===== config.mk =====
export PLATFORM = sky130hd
export DESIGN_NAME = mem_arbiter
export DESIGN_NICKNAME = d
export VERILOG_FILES = /design/src/rtl/mem_arb_pkg.sv /design/src/rtl/mem_arb_timer.sv /design/src/rtl/mem_arbiter.sv
export SDC_FILE = /design/constraint.sdc
export NUM_CORES = 1
export LEC_CHECK = 0
export CORE_UTILIZATION = 42
export DETAILED_ROUTE_END_ITERATION = 8
export GPL_TIMING_DRIVEN = 0
export PLACE_DENSITY = 0.92
export SLEW_MARGIN = 20
export SYNTH_ARGS = -nofsm -noshare
export SYNTH_HDL_FRONTEND = slang
export SYNTH_SLANG_ARGS = --single-unit

===== constraint.sdc =====
create_clock -name CLK -period 6.6 [get_ports CLK]
set_clock_uncertainty 0.15 [all_clocks]
set_input_delay 0.99 -clock CLK [delete_from_list [all_inputs] [get_ports CLK]]
set_output_delay 0.99 -clock CLK [all_outputs]
set_load 0.03 [all_outputs]

===== src/rtl/mem_arb_pkg.sv =====
// Shared types for the instruction/data memory arbiter.
// State, operation and owner encodings used by the FSM and its latches.
package mem_arb_pkg;

   typedef enum logic [1:0] {
      IDLE = 2'd0,
      BUSY = 2'd1,
      RESP = 2'd2
   } arb_state_t;

   typedef enum logic [1:0] {
      IREAD  = 2'd0,
      DREAD  = 2'd1,
      DWRITE = 2'd2
   } mem_op_t;

   typedef enum logic {
      OWN_I = 1'b0,
      OWN_D = 1'b1
   } owner_t;

endpackage


===== src/rtl/mem_arb_timer.sv =====
// BUSY-cycle counter for the memory arbiter.
// Flags the last permitted cycle of a RAM access; TIMEOUT of 0 never fires.
module mem_arb_timer
   import mem_arb_pkg::*;
#(
   parameter int TIMEOUT = 255
) (
   input  logic i_clk,
   input  logic i_rst,
   input  logic i_clr,
   input  logic i_en,
   output logic o_tc
);

   localparam int CNT_W = (TIMEOUT < 2) ? 1 : $clog2(TIMEOUT);
   localparam logic [CNT_W-1:0] TC_VAL = CNT_W'(TIMEOUT - 1);
   localparam logic TO_ON = (TIMEOUT != 0);

   logic [CNT_W-1:0] r_cnt;

   always_ff @(posedge i_clk or posedge i_rst) begin
      if (i_rst) begin
         r_cnt <= '0;
      end else if (i_clr) begin
         r_cnt <= '0;
      end else if (i_en) begin
         r_cnt <= r_cnt + 1'b1;
      end
   end

   assign o_tc = TO_ON & i_en & (r_cnt == TC_VAL);

endmodule


===== src/rtl/mem_arbiter.sv =====
// Arbitrates pipeline instruction/data requests onto one variable-latency RAM.
// One transaction in flight: IDLE accepts, BUSY drives the RAM, RESP pulses the hit.
module mem_arbiter
   import mem_arb_pkg::*;
#(
   parameter int ADDR_W  = 32,
   parameter int DATA_W  = 32,
   parameter int TIMEOUT = 255
) (
   input  logic              CLK,
   input  logic              RST,
   input  logic              iREN,
   input  logic [ADDR_W-1:0] iaddr,
   input  logic              dREN,
   input  logic              dWEN,
   input  logic [ADDR_W-1:0] daddr,
   input  logic [DATA_W-1:0] dstore,
   output logic              ihit,
   output logic [DATA_W-1:0] iload,
   output logic              dhit,
   output logic [DATA_W-1:0] dload,
   output logic              ramREN,
   output logic              ramWEN,
   output logic [ADDR_W-1:0] ramaddr,
   output logic [DATA_W-1:0] ramstore,
   input  logic [DATA_W-1:0] ramload,
   input  logic              ram_ready,
   output logic              mem_err
);

   arb_state_t        r_state;
   mem_op_t           r_op;
   owner_t            r_owner;
   logic [ADDR_W-1:0] r_addr;
   logic [DATA_W-1:0] r_data;
   logic [DATA_W-1:0] r_iload;
   logic [DATA_W-1:0] r_dload;
   logic              r_last_d;
   logic              r_err;

   logic w_ireq;
   logic w_dreq;
   logic w_pick_i;
   logic w_accept;
   logic w_busy;
   logic w_resp;
   logic w_tc;

   assign w_ireq   = iREN;
   assign w_dreq   = dREN | dWEN;
   // Contention goes to I only when D was served last.
   assign w_pick_i = w_ireq & (~w_dreq | r_last_d);
   assign w_accept = (r_state == IDLE) & (w_ireq | w_dreq);
   assign w_busy   = (r_state == BUSY);
   assign w_resp   = (r_state == RESP);

   mem_arb_timer #(
      .TIMEOUT (TIMEOUT)
   ) u_timer (
      .i_clk (CLK),
      .i_rst (RST),
      .i_clr (w_accept),
      .i_en  (w_busy),
      .o_tc  (w_tc)
   );

   always_ff @(posedge CLK or posedge RST) begin
      if (RST) begin
         r_state  <= IDLE;
         r_op     <= IREAD;
         r_owner  <= OWN_I;
         r_addr   <= '0;
         r_data   <= '0;
         r_iload  <= '0;
         r_dload  <= '0;
         r_last_d <= 1'b0;
         r_err    <= 1'b0;
      end else begin
         unique case (r_state)
            IDLE: begin
               if (w_accept) begin
                  r_state <= BUSY;
                  r_data  <= dstore;
                  if (w_pick_i) begin
                     r_owner <= OWN_I;
                     r_op    <= IREAD;
                     r_addr  <= iaddr;
                  end else begin
                     r_owner <= OWN_D;
                     r_op    <= dWEN ? DWRITE : DREAD;
                     r_addr  <= daddr;
                  end
               end
            end
            BUSY: begin
               if (ram_ready) begin
                  r_state <= RESP;
                  if (r_owner == OWN_I) begin
                     r_iload <= ramload;
                  end else begin
                     r_dload <= ramload;
                  end
               end else if (w_tc) begin
                  r_state <= IDLE;
                  r_err   <= 1'b1;
               end
            end
            RESP: begin
               r_state  <= IDLE;
               r_last_d <= (r_owner == OWN_D);
            end
            default: begin
               r_state <= IDLE;
            end
         endcase
      end
   end

   // A flushed requester no longer holds its request, so its hit is dropped.
   assign ihit     = w_resp & (r_owner == OWN_I) & w_ireq;
   assign dhit     = w_resp & (r_owner == OWN_D) & w_dreq;
   assign iload    = r_iload;
   assign dload    = r_dload;
   assign ramREN   = w_busy & (r_op != DWRITE);
   assign ramWEN   = w_busy & (r_op == DWRITE);
   assign ramaddr  = r_addr;
   assign ramstore = r_data;
   assign mem_err  = r_err;

endmodule


==> reports/results.tsv <==
stage	metric	value	unit
worst_setup_path	CP max stage delay	0.76	ns
floorplanning	Top-Level Pins	267	
worst_setup_path	Crit Path Category	in2out	
global_routing	vias in the first global route	5274	
yosys	post-synthesis cell type count	38	
placed_design	GPL Wtd Cong	0.810	
sta	Max-slew headroom	0.541	
routing	via count	5017	
worst_setup_path	kind of cell adding the most delay to the critical path	buffers and inverters	
yosys	Synthesized Nets	610	
layout	diode count	0	
worst_setup_path	Critical path buffers and inverters	4	
yosys	Post-Syn Area	6100	sq um
sta	Hold Vio Cnt, Final	0	
yosys	Main synth FF type	dfrtp_1	
global_routing	Overflow after GRT	0	
worst_setup_path	Crit-path slowest cell	clkdlybuf4s50_1	
sta	Min Clock Period, post-route	3.68	ns
clock_tree	CTS tree	yes	
clock_tree	PostCTS Resize Cnt	0	
yosys	area leader, netlist	dfrtp_1	
routing	DRC	0	
worst_setup_path	element type at the critical path start	input pin	
yosys	Mapped Avg Cell Area	12.9	sq um
placed_design	DP HPWL	12.0	mm
clock_tree	Clk Latency, worst-skew pair	0.41	ns
outcome	outcome	complete, no violations	
routing	TritonRoute pass-1 iters	4	
clock_tree	Clock transition at path regs	0.05	ns
worst_setup_path	worst-path cell chain	buf_6 -> inv_1 -> clkbuf_1 -> nor4_1 -> clkdlybuf4s50_1	
worst_setup_path	Worst Path Arrival	2.54	ns
yosys	share of the synthesized area in the top cell type	0.586	
sta	Slew Limit Fails	0	
flow_run	max cap viols	0	
yosys	top area cells in the synthesized netlist	dfrtp_1 59%, mux2_2 12%, mux2_4 7.6%	
sta	Setup-failing EPs final	0	
power	worst vdd ir	0.261	mV
floorplanning	die area	15000	sq um
global_routing	largest net degree at the start of global routing	77	
sta	Worst-Margin Slew	0.682	ns
power	PD cells	557	nW/um^2
routing	initial drt markers	246	
yosys	Seq/Total Area, Yosys	0.586	
floorplanning	Chip Height	123	um
clock_tree	CTS Buffer Depth	2	
floorplanning	Chip Width	123	um
global_routing	global-route wire length before repair	26.3	mm
yosys	Async SR Flop Fraction	1.00	
layout	Area Overhead vs Synth	57.9	%
clock_tree	CTS Buf Count	17	
placed_design	I/O Buffers	265	
global_routing	initial antenna violation count	0	
clock_tree	CTS HTree Levels	4	
sta	FMAX	0.272	GHz
sta	Tcrit/Tclk final	0.558	
sta	WHS	0.301	ns
power	Leak	0.00399	uW
clock_tree	Post-CTS Setup Bufs	0	
routing	routed wire length	16.5	mm
routing	WL per Instance	17.3	um
layout	Post-Route Utilization	0.686	
global_routing	GRT Total Usage	0.231	
floorplanning	# rows	43	
clock_tree	hold_buf cts	0	
yosys	Yosys reg bits	143	
worst_setup_path	Crit. End Element	output port	
yosys	EDFF count, synth	0	
worst_setup_path	Req. time, crit path	5.46	ns
routing	ANT nets after route	0	
worst_setup_path	crit-path max FO	10	
clock_tree	clk root buf	clkbuf_16	
sta	RSZ-0062 raised after global routing	false	
layout	fraction of final layout cells sized beyond drive strength 1	0.187	
floorplanning	Starting Density	0.435	
yosys	Mapped Cells	474	
yosys	Yosys Warn Count	0	
routing	Vias per Instance	5.28	
clock_tree	CTS sink cnt	143	
worst_hold_path	worst hold path class	reg2reg	
layout	Layout Nets	895	
floorplanning	Core Region	14000	sq um
where the power goes:
group	internal (uW)	switching, uW	leakage, uW	total [uW]
clock	675	342	0.000301	1020
combinational	1290	1520	0.00200	2810
sequential	1310	239	0.00169	1550
total	3270	2100	0.00399	5370
worst reg2reg max path, cell delays in order, from the launching register on:
cell	delay [ns]
dfrtp_1	0.35
clkbuf_1	0.20
nor2_1	0.56
and2_4	0.27
buf_6	0.14
buf_6	0.19
mux2_4	0.32
flip-flops by register name, summed over array words and instances, names as in the netlist:
signal         count
u_timer.r_cnt      8
r_op               2
dload             32
r_owner            1
r_last_d           1
r_state            2
ramstore          32
mem_err            1
ramaddr           32
iload             32
logic make-up (layout without fill, tap and decap cells):
logic type               count (synthesis)  count (layout)  share of synthesized area
flip-flops                             143             143                      0.586
XOR/XNOR                                 1               1                    0.00144
AND/OR/NAND/NOR                         67              67                     0.0570
AO/OA/AOI/OAI                          120             120                      0.112
buffers and inverters                   43             339                     0.0392
multiplexers                            98              98                      0.200
adder cells (fa/ha/maj)                  2               2                    0.00410
final timing paths:
kind,depth (start not counted),slack (ns),start,end
worst max register to register,6,4.29,r_state[1],ramstore[1]
worst min-delay path,1,0.30,mem_err,mem_err
worst max-delay path,5,2.92,iREN,ihit
min in group asynchronous,2,0.89,RST,ramstore[7]
max in group asynchronous,3,4.70,RST,iload[2]
worst min register to register,1,0.30,mem_err,mem_err
cells in the final DEF (no fill, tap or decap), drive strengths merged, types with 8 or more instances in the layout:
cell / Yosys / layout
nand3: 37 / 37
mux2: 97 / 97
nand2: 8 / 8
buf: 17 / 18
o21ai: 38 / 38
clkdlybuf4s50: 0 / 265
clkbuf: 20 / 43
dfrtp: 143 / 143
a31oi: 33 / 33
a21oi: 34 / 34
synth_stat cells, types with 3 or more instances:
| cell type | n |
|---|---|
| clkbuf_1 | 20 |
| nor4_1 | 3 |
| o21ai_0 | 38 |
| o211ai_1 | 3 |
| nor2_1 | 6 |
| a31oi_1 | 33 |
| a21oi_1 | 34 |
| buf_6 | 9 |
| mux2_4 | 31 |
| nand3_1 | 37 |
| buf_2 | 8 |
| mux2_2 | 66 |
| nand2_1 | 8 |
| inv_1 | 6 |
| dfrtp_1 | 143 |
area by class of cell:
| cell class | count | area (sq um) |
|---|---|---|
| fill | 1000 | 4410 |
| sequential | 143 | 3580 |
| timing repair buffer | 266 | 2680 |
| multi-input combinational | 288 | 2290 |
| clock buffer | 23 | 458 |
| tap | 180 | 225 |
| buffer | 37 | 216 |
| clock inverter | 7 | 160 |
| inverter | 6 | 30.0 |
through the flow:
| step | setup TNS (ns) | total power, uW | instances | setup WS, ns | area [sq um] |
|---|---|---|---|---|---|
| 2_1_floorplan | 0 | 3210 | 474 | 1.62 | 6100 |
| 3_3_place_gp | -31.91 | 4280 | 919 | -0.234 | 8980 |
| 5_1_grt | 0 | 5640 | 950 | 2.83 | 9630 |
| 6_report | 0 | 5370 | 950 | 2.92 | 9630 |
| 4_1_cts | 0 | 5410 | 950 | 2.92 | 9630 |
| 3_5_place_dp | 0 | 4360 | 920 | 2.95 | 9020 |
layer usage:
layer	GRT usage	vias to the layer above	share of wire
li1	-	2302	-
met1	0.258	2436	0.38
met2	0.396	240	0.51
met3	0.0771	39	0.081
met4	0.111	0	0.026
met5	0	-	0
No activity file was read; power rests on OpenSTA's default activity.
